**src/rtl/sprite_rom_reader.sv**
```systemverilog
// Sprite ROM read initiator: maps draw coordinates to a ROM address and selects the
// returned palette index through a fixed 3-cycle pipeline that absorbs the ROM read latency.
module sprite_rom_reader #(
    parameter int SPR_W       = 32,
    parameter int SPR_H       = 32,
    parameter int ADDR_W      = 10,
    parameter int IDX_W       = 4,
    parameter int TRANSP_IDX  = 0,
    parameter int ANIM_PERIOD = 8
) (
    input  logic              clock,
    input  logic              reset,
    input  logic [9:0]        draw_x,
    input  logic [9:0]        draw_y,
    input  logic              pixel_valid,
    input  logic              frame_tick,
    input  logic [9:0]        sprite_x,
    input  logic [9:0]        sprite_y,
    input  logic [1:0]        dir,
    input  logic              moving,
    output logic [ADDR_W-1:0] rom_addr,
    input  logic [3:0]        q_down,
    input  logic [3:0]        q_up,
    input  logic [3:0]        q_left,
    input  logic [3:0]        q_right1,
    input  logic [2:0]        q_right2,
    output logic [IDX_W-1:0]  pix_idx,
    output logic              pix_opaque,
    output logic [9:0]        pix_x,
    output logic [9:0]        pix_y
);

    localparam int CNT_W = (ANIM_PERIOD > 1) ? $clog2(ANIM_PERIOD) : 1;
    localparam logic [CNT_W-1:0] CNT_LAST = CNT_W'(ANIM_PERIOD - 1);
    localparam logic [10:0] SPR_W11 = 11'(SPR_W);
    localparam logic [10:0] SPR_H11 = 11'(SPR_H);

    typedef enum logic [2:0] {
        SEL_DOWN, SEL_UP, SEL_LEFT, SEL_R1, SEL_R2
    } sel_t;

    typedef struct packed {
        logic       in_box;
        sel_t       sel;
        logic [9:0] x;
        logic [9:0] y;
    } stage_t;

    logic [1:0]       dir_q;
    logic             phase;
    logic [CNT_W-1:0] cnt;
    sel_t             sel;
    logic [10:0]      rx, ry;
    logic             in_box;
    stage_t           s1, s2;
    logic [3:0]       q_sel;
    logic [IDX_W-1:0] idx;
    logic             opaque;

    // Direction and animation phase only move on frame boundaries.
    always_ff @(posedge clock or posedge reset) begin
        if (reset) begin
            dir_q <= 2'd0;
            phase <= 1'b0;
            cnt   <= '0;
        end else if (frame_tick) begin
            dir_q <= dir;
            if (!moving) begin
                phase <= 1'b0;
                cnt   <= '0;
            end else if (cnt == CNT_LAST) begin
                phase <= ~phase;
                cnt   <= '0;
            end else begin
                cnt <= cnt + 1'b1;
            end
        end
    end

    always_comb begin
        sel = SEL_DOWN;
        case (dir_q)
            2'd0: sel = SEL_DOWN;
            2'd1: sel = SEL_UP;
            2'd2: sel = SEL_LEFT;
            2'd3: sel = phase ? SEL_R2 : SEL_R1;
            default: sel = SEL_DOWN;
        endcase
    end

    // 11-bit differences: a sprite to the right/below wraps large and fails the compare.
    assign rx     = {1'b0, draw_x} - {1'b0, sprite_x};
    assign ry     = {1'b0, draw_y} - {1'b0, sprite_y};
    assign in_box = pixel_valid && (rx < SPR_W11) && (ry < SPR_H11);

    always_comb begin
        q_sel = q_down;
        case (s2.sel)
            SEL_DOWN: q_sel = q_down;
            SEL_UP:   q_sel = q_up;
            SEL_LEFT: q_sel = q_left;
            SEL_R1:   q_sel = q_right1;
            SEL_R2:   q_sel = {1'b0, q_right2};
            default:  q_sel = q_down;
        endcase
    end

    assign idx    = IDX_W'(q_sel);
    assign opaque = s2.in_box && (idx != IDX_W'(TRANSP_IDX));

    always_ff @(posedge clock or posedge reset) begin
        if (reset) begin
            rom_addr   <= '0;
            s1         <= '0;
            s2         <= '0;
            pix_idx    <= '0;
            pix_opaque <= 1'b0;
            pix_x      <= '0;
            pix_y      <= '0;
        end else begin
            rom_addr   <= in_box ? ADDR_W'(32'(ry) * SPR_W + 32'(rx)) : '0;
            s1         <= '{in_box: in_box, sel: sel, x: draw_x, y: draw_y};
            s2         <= s1;
            pix_opaque <= opaque;
            pix_idx    <= opaque ? idx : '0;
            pix_x      <= s2.x;
            pix_y      <= s2.y;
        end
    end

endmodule
```
**config.mk**
```make
export PLATFORM = sky130hd
export DESIGN_NAME = sprite_rom_reader
export DESIGN_NICKNAME = d
export VERILOG_FILES = /design/src/rtl/sprite_rom_reader.sv
export SDC_FILE = /design/constraint.sdc
export NUM_CORES = 1
export LEC_CHECK = 0
export ABC_AREA = 1
export BUFFER_PORTS_ARGS = -buffer_cell sky130_fd_sc_hd__buf_4
export CORE_MARGIN = 1.5
export CORE_UTILIZATION = 57
export CTS_CLUSTER_DIAMETER = 60
export DETAILED_ROUTE_END_ITERATION = 16
export PLACE_DENSITY = 0.86
export SYNTH_ARGS = -nofsm -noshare
export SYNTH_HDL_FRONTEND = slang
export SYNTH_SLANG_ARGS = --single-unit
```
**constraint.sdc**
```tcl
create_clock -name clock -period 5.7 [get_ports clock]
set_input_delay 1.14 -clock clock [delete_from_list [all_inputs] [get_ports clock]]
set_output_delay 1.14 -clock clock [all_outputs]
set_load 0.02 [all_outputs]
```
# == After elaboration in Yosys (flattened, before gate mapping) ==
# Cells that the tools add are included.
# word_totals
elab_cells,47
ff_bits,89
# classes
magnitude_cmp,2
addsub,4
muxes,9
eq_ne,9
reduce_logical,6
bitwise,1
# ops
operator,n
"< comparator 11 x 6 -> 1 bit, second input constant",2
subtractor 10 x 10 -> 11 bit,2
case mux 4 bit (4 select lines),1
case mux 3 bit (4 select lines),1
adder 10 bit,1
2-to-1 mux 10 bit,1
2-to-1 mux 3 bit,3
"== test 3 x 2 -> 1 bit, second input constant",2
"== test 3 bit, second input constant",2
"== test 2 bit, second input constant",2
2-to-1 mux 4 bit,1
nonzero test 4 bit,1
"adder 3 x 1 -> 3 bit, second input constant",1
"== test 3 x 1 -> 1 bit, second input constant",1
logical AND 1 bit,3
"== test 2 x 1 -> 1 bit, second input constant",1
zero test 2 bit,1
2-to-1 mux 1 bit,2
"!= test 2 x 1 -> 1 bit, second input constant",1
AND reduction 2 bit,1
NOT 1 bit,1

# == Longest topological paths before layout ==
# Gate-level depths: netlist of run 1.
# logic_depth
ltp_word,5
mapped_depth,18
ltp_nobuf,18

# == Worst setup path after synthesis of run 1 ==
# Ideal clock, no wire load.
# synth_timing
path_kind,input to register
from,in draw_x[0]
to,reg rom_addr[9]
arrival_ns,3.369
n_path_buf,0
setup_ns,0.071
path_stages,18
setup_slack_ns,2.259
path_cell_list,inv_1 -> ha_1 -> inv_1 -> fa_1 -> nand3_1 -> nand3_2 -> nand2_1 -> nand2_1 -> nand2_1 -> nand2_1 -> fa_1 -> nand2_1 -> nand2_1 -> a21o_1 -> xor2_1 -> xnor2_1 -> inv_1 -> nor2_1
# synth_via
elab_chain_cells,5
word_cells_on_any_way,6
cone_classes,2 x add/sub; 1 x order compare; 1 x mux; 2 x reduce/logical
# synth_lines
element,line_no,source
"start, declared",13,"input logic [9:0] draw_x,"
subtractor 10 x 10 -> 11 bit *,92,"assign rx = {1'b0, draw_x} - {1'b0, sprite_x};"
< comparator 11 x 6 -> 1 bit,94,assign in_box = pixel_valid && (rx < SPR_W11) && (ry < SPR_H11);
logical AND 1 bit (2 in a row),94,
2-to-1 mux 10 bit *,121,rom_addr <= in_box ? ADDR_W'(32'(ry) * SPR_W + 32'(rx)) : '0;
"end signal, assigned",121,
"end, declared",21,"output logic [ADDR_W-1:0] rom_addr,"
# Every way passes the cells marked *; elsewhere a longest branch is shown, timed or not.
# A chain may end at the register's enable or synchronous reset.

# == Worst setup path in the final report of run 1 ==
# Ends and elaborated chain as after synthesis.

==> flow_summary.yaml, run 1 <==
sta:
  layout_setup_ws_ns: 2.19
  timing.fmax_mhz: 285
  setup_viol: 0
  clock_skew_ns: 0.0100
  min_period_ns: 3.51
  finalSetupTns_ns: 0
  whs_ns: 0.347
  maxSlewHeadroom_pct: 29.1
  drv_slew: 0
  finalCritPeriodShare_pct: 61.5
  hold_viol: 0
  rsz0062_at_grt: "no"
  worst_slew_pin_slew_ns: 1.06
placement:
  dp_slack_ns: 1.91
  place_area_um2: 4880
  dp.cells: 619
  place_hpwl_um: 6230
  gp_congestion: 0.827
  io_buffers: 100
power:
  ir_drop_v: 0.000127
  p_leak_nw: 2.84
  powerDensity_nw_per_um2: 266
  totalPowerFinal_mw: 1.34
status:
  status: "complete, no violations"
synth:
  netlist_area_um2: 4010
  synth_area_per_cell_um2: 9.48
  yosysWarnings: 0
  synth.top_cell.area_share_pct: 55.5
  ys_seq_elements: 89
  synthesis.instances: 423
  ys_seq_area_share_pct: 55.5
  synth_fp_nets: 518
  synth_area_leaders: "dfrtp_1 (56%), nand2_1 (8.6%), ha_1 (8.1%)"
  synth_cell_types: 25
  synth_top_area_cell: "dfrtp_1"
drt:
  routed_wl_um: 8310
  vias: 3070
  ant_nets: 0
  viasPerCell: 4.83
  avgRoutedWirePerCell_um: 13.1
  first_pass_iters: 4
  drc: 0
  initialDrtViolationCount: 202
clocking:
  cts.sinks: 89
  cts_tree: "yes"
  hold_buffers: 0
  numCtsBuffers: 9
  clkTransAtPathRegs_ns: 0.09
  clk_latency_ns: 0.35
  clockBufferDepth: 2
  cts_resized: 0
  h-tree-depth: 3
  cts_root_buf: "clkbuf_8"
  post-cts-setup-buffers: 0
setup_path:
  crit_required_ns: 5.98
  crit_type: "primary input to flop"
  path_cells: "buf_4, inv_1, ha_1, inv_1, fa_1, nand3_1, nand3_2, nand2_1, nand2_1, nand2_1, nand2_1, fa_1, nand2_1, nand2_1, a21o_1, xor2_1, xnor2_1, inv_1, nor2_1"
  r2r_cells: 8
  critical_path_buf_inv_count: 4
  setup.worst_path.end: "rom_addr[9]$_DFF_PP0_"
  path_max_fanout: 4
  cp.arrival_ns: 3.78
  crit_family: "adder cells"
  cp_common_cell: "nand2_1"
  critical_path.slowest_cell: "fa_1"
  start_kind: "primary input"
  startpoint: "draw_x[0]"
  timing.reg2reg.setup_slack_ns: 4.03
  cp-end-kind: "flop"
  r2r_start: "s2[20]$_DFF_PP0_"
  r2r_end: "pix_idx[0]$_DFF_PP0_"
  path_depth: 19
  cpPeakStageDelay_ns: 0.47
final_layout:
  finalNonFillerCells: 635
  layout_common_cells: "buf_4 (101), nand2_1 (92), dfrtp_1 (89)"
  nNetsFinal: 629
  final_area_um2: 5060
  utilization_pct: 74.4
  layout_commonest_cell: "buf_4"
  area_growth_pct: 26.1
  drive_gt1_share_pct: 27.6
  antenna_cells: 0
global_route:
  globalRouteOverflowTotal: 0
  grt_usage_pct: 23.8
  grt_pass1_vias: 3052
  grt_max_degree: 90
  grt_pass1_wl_um: 13600
  antenna_found_initial: 0
min_path:
  hold_class: "flop to flop"
  hold_path_depth: 0
floorplan:
  ios: 101
  die_y_um: 86.9
  core_area_um2: 6790
  initial_core_util_pct: 59.0
  fp.dieW_um: 86.9
  rows: 30
  dieArea_um2: 7550
run:
  max_cap_viol_count: 0
per-layer routing:
metal  wire [um]  GRT usage [%]  vias up
met5           0              0        -
li1            -              -     1519
met4         248           11.4        0
met2        4350           40.7      103
met1        3260           28.5     1425
met3         453           5.21       23
worst min-delay path by stage:
| stage | start | end |
|---|---|---|
| 3_3_place_gp | s1[8]$_DFF_PP0_ | s2[8]$_DFF_PP0_ |
| 5_1_grt | s2[16]$_DFF_PP0_ | pix_x[6]$_DFF_PP0_ |
| 3_5_place_dp | s1[0]$_DFF_PP0_ | s2[0]$_DFF_PP0_ |
| 6_report | s1[6]$_DFF_PP0_ | s2[6]$_DFF_PP0_ |
| 2_1_floorplan | s2[10]$_DFF_PP0_ | pix_x[0]$_DFF_PP0_ |
| 4_1_cts | s1[6]$_DFF_PP0_ | s2[6]$_DFF_PP0_ |
synthesized netlist by cell type:
| master | n |
|---|---|
| nand4_1 | 3 |
| xnor2_1 | 7 |
| buf_6 | 1 |
| inv_2 | 5 |
| nor2_1 | 24 |
| nand2_2 | 11 |
| nand2_1 | 92 |
| fa_1 | 3 |
| inv_1 | 81 |
| nor2_2 | 11 |
| nor3_1 | 4 |
| or2_2 | 1 |
| nor3b_2 | 1 |
| nor2_4 | 1 |
| a22o_1 | 2 |
| nand3b_1 | 1 |
| xor2_1 | 4 |
| o2bb2ai_1 | 1 |
| ha_1 | 26 |
| o21ai_0 | 9 |
| dfrtp_1 | 89 |
| a21o_1 | 3 |
| nand3_2 | 2 |
| nand3_1 | 23 |
| a21oi_1 | 18 |
where the power goes:
group	switching (mW)	leakage, nW	internal [mW]	total, mW
combinational	0.162	1.67	0.122	0.283
clock	0.225	0.0835	0.163	0.388
sequential	0.0120	1.09	0.661	0.673
total	0.398	2.84	0.946	1.34
state kept, by name (all words and copies together), names as in the netlist, 2 cells and up:
register,count
rom_addr,10
cnt,3
s2,24
pix_x,10
s1,24
pix_y,10
dir_q,2
pix_idx,4
logic make-up after synthesis:
logic type	Yosys count	share of synthesized area (%)
fa+ha+maj	29	9.61
compound gates	33	4.59
flops	89	55.5
simple gates	174	19.6
xor+xnor	11	2.40
buf+inv	87	8.33
layout make-up:
class | instances | area, um^2
clock buffer | 10 | 128
clock inverter | 6 | 50.0
fill | 471 | 1740
inverter | 86 | 324
multi-input combinational | 247 | 1450
sequential | 89 | 2230
tap | 96 | 120
timing repair buffer | 101 | 758
(Power assumes the default switching activity.)
==> inputs of run 2 (changes only) <==
--- a/config.mk
+++ b/config.mk
@@ -5,13 +5,13 @@
 export SDC_FILE = /design/constraint.sdc
 export NUM_CORES = 1
 export LEC_CHECK = 0
-export ABC_AREA = 1
+export ABC_AREA = 0
 export BUFFER_PORTS_ARGS = -buffer_cell sky130_fd_sc_hd__buf_4
 export CORE_MARGIN = 1.5
-export CORE_UTILIZATION = 57
+export CORE_UTILIZATION = 52
 export CTS_CLUSTER_DIAMETER = 60
 export DETAILED_ROUTE_END_ITERATION = 16
-export PLACE_DENSITY = 0.86
+export PLACE_DENSITY = 0.8
 export SYNTH_ARGS = -nofsm -noshare
 export SYNTH_HDL_FRONTEND = slang
 export SYNTH_SLANG_ARGS = --single-unit
==> constraint.sdc (replaced) <==
create_clock -name clock -period 3.4 [get_ports clock]
set_input_delay 0.68 -clock clock [delete_from_list [all_inputs] [get_ports clock]]
set_output_delay 0.68 -clock clock [all_outputs]
set_load 0.02 [all_outputs]
==> run 2 against run 1 <==
Compared with the run above:
- core utilization decreased by 5.0 points
- first-iteration DRC count shrank 64%
- die area increased by 5.1%
- critical path type unchanged
- critical endpoint unchanged
- highest routed layer unchanged
==> flow_summary.yaml, run 2 <==
status:
  status: "complete, no violations"
global_route:
  antenna_found_initial: 0
  grt_pass1_wl_um: 11800
  grt_max_degree: 37
  globalRouteOverflowTotal: 0
  grt_usage_pct: 19.8
  grt_pass1_vias: 2670
synth:
  synth.top_cell.area_share_pct: 57.8
  ys_seq_elements: 89
  synth_fp_nets: 408
  synth_area_per_cell_um2: 12.3
  yosysWarnings: 0
  synthArstFlopShare_pct: 100
  ys_seq_area_share_pct: 57.8
  synth-xor-area-share_pct: 3.41
  netlist_area_um2: 3850
  synthesis.instances: 313
  synth_edf_count: 0
  synth-compound-area-share_pct: 11.8
  synth_top_area_cell: "dfrtp_1"
  synth_cell_types: 44
  synthMuxAreaShare_pct: 1.69
  synth_common_cells: "dfrtp_1 (89), inv_1 (31), ha_1 (26)"
  synth.most_common_cell: "dfrtp_1"
  yosys.area_share.simple_pct: 11.2
  synth_ff_type: "dfrtp_1"
  synth_area_leaders: "dfrtp_1 (58%), ha_1 (8.4%), nor4_2 (3.2%)"
  synthAdderAreaFrac_pct: 10.0
  synth_top_family_by_area: "compound AO/OA/AOI/OAI gates"
power:
  p_leak_nw: 2.47
  ir_drop_v: 0.000271
  powerDensity_nw_per_um2: 473
floorplan:
  core_area_um2: 7210
  ios: 101
  dieArea_um2: 7930
  fp.dieW_um: 89.1
  rows: 31
  initial_core_util_pct: 53.4
  die_y_um: 89.1
clocking:
  cts_root_buf: "clkbuf_8"
  h-tree-depth: 3
  cts_tree: "yes"
  cts.sinks: 89
  clockBufferDepth: 2
  hold_buffers: 0
  clk_latency_ns: 0.35
  numCtsBuffers: 9
  clkTransAtPathRegs_ns: 0.09
drt:
  first_pass_iters: 4
  avgRoutedWirePerCell_um: 13.7
  vias: 2701
  routed_wl_um: 7320
  drc: 0
  viasPerCell: 5.05
  ant_nets: 0
  initialDrtViolationCount: 72
sta:
  whs_ns: 0.296
  drv_slew: 0
  setup_viol: 0
  rsz0062_at_grt: "no"
  maxSlewHeadroom_pct: 64.6
  min_period_ns: 3.16
  timing.fmax_mhz: 317
  layout_setup_ws_ns: 0.242
  clock_skew_ns: 0.00629
  worst_slew_pin_slew_ns: 0.531
  finalCritPeriodShare_pct: 92.9
  hold_viol: 0
placement:
  place_hpwl_um: 5670
  dp_slack_ns: -0.200
  dp.cells: 519
  place_area_um2: 4810
  gp_congestion: 0.787
  io_buffers: 100
final_layout:
  fillers: 557
  nNetsFinal: 526
  final_area_um2: 5010
  finalNonFillerCells: 535
  regArea_um2: 2230
  multi_input_area_um2: 1470
  layout_common_cells: "buf_4 (116), dfrtp_1 (89), inv_1 (30)"
  area_growth_pct: 30.0
  layout_commonest_cell: "buf_4"
  reg_top3: "s1 (24), s2 (24)"
  antenna_cells: 0
  drive_gt1_share_pct: 34.4
min_path:
  hold_class: "primary input to async pin"
setup_path:
  start_kind: "primary input"
  cp.arrival_ns: 3.42
  cp-end-kind: "flop"
  crit_required_ns: 3.66
  crit_type: "primary input to flop"
  path_max_fanout: 3
run:
  max_cap_viol_count: 0
## run 2: cells by family after synthesis
| family | after synthesis |
|---|---|
| DFF | 89 |
| and+or+nand+nor | 68 |
| AOI/OAI and AO/OA | 66 |
| buffers and inverters | 40 |
| adders and majority gates | 29 |
| xor gates and xnor gates | 15 |
| muxes | 6 |
## run 2: where the power goes
group          internal (mW)  total [mW]  switching, mW
clock network          0.344       0.723          0.378
registers               1.11        1.14         0.0299
logic                  0.248       0.508          0.260
total                   1.70        2.37          0.668
## run 2: layer usage
layer  track usage (%)  up-vias  routed length, um
met1              23.2     1290               2990
met3              6.74        8                509
met5                 0        -                  0
li1                  -     1327                  -
met4              5.87        0                 96
met2              34.6       76               3720
## run 2: timing repair
| item | in CTS | in global routing |
|---|---|---|
| setup endpoints to repair | 0 | 1 |
| buffers inserted | 0 | 0 |
| resized for setup | 0 | 1 |
## run 2: final cells by class
class | count | share of cell area (%)
inverter | 31 | 2.35
timing repair buffer | 116 | 17.4
clock inverter | 7 | 1.52
clock buffer | 9 | 2.47
sequential | 89 | 44.5
multi-input combinational | 184 | 29.3
tap | 99 | 2.47
## run 2: critical path, stage by stage
cell and delay [ns]:
buf_4 0.11, inv_1 0.05, ha_1 0.17, inv_1 0.06, fa_1 0.37, a21o_1 0.20, a221oi_2 0.23, buf_4 0.17
xnor2_1 0.10, fa_2 0.42, a21o_1 0.19, a21oi_1 0.17, xnor2_1 0.15, xnor2_1 0.13, nand2_1 0.08, nor4_2 0.14
## run 2: path summary, 6_finish.rpt
path                                          to  cells after the start              from  slack (ns)
max                        rom_addr[9]$_DFF_PP0_                     16         draw_x[0]        0.24
min reg2reg                   pix_x[6]$_DFF_PP0_                      0  s2[16]$_DFF_PP0_        0.35
max reg2reg                 pix_opaque$_DFF_PP0_                      5  s2[22]$_DFF_PP0_        1.51
min in group clock            pix_x[6]$_DFF_PP0_                      0  s2[16]$_DFF_PP0_        0.35
min                         pix_idx[1]$_DFF_PP0_                      2             reset        0.30
max in group asynchronous       s2[14]$_DFF_PP0_                      3             reset        2.33
## run 2: metrics by stage
step	util [%]	total power, mW	setup TNS (ns)
2_1_floorplan	-	1.48	0
3_3_place_gp	66.6	1.65	-0.0550
3_5_place_dp	66.6	1.67	-0.234
4_1_cts	69.4	2.40	0
5_1_grt	69.4	2.51	0
6_report	69.4	2.37	0
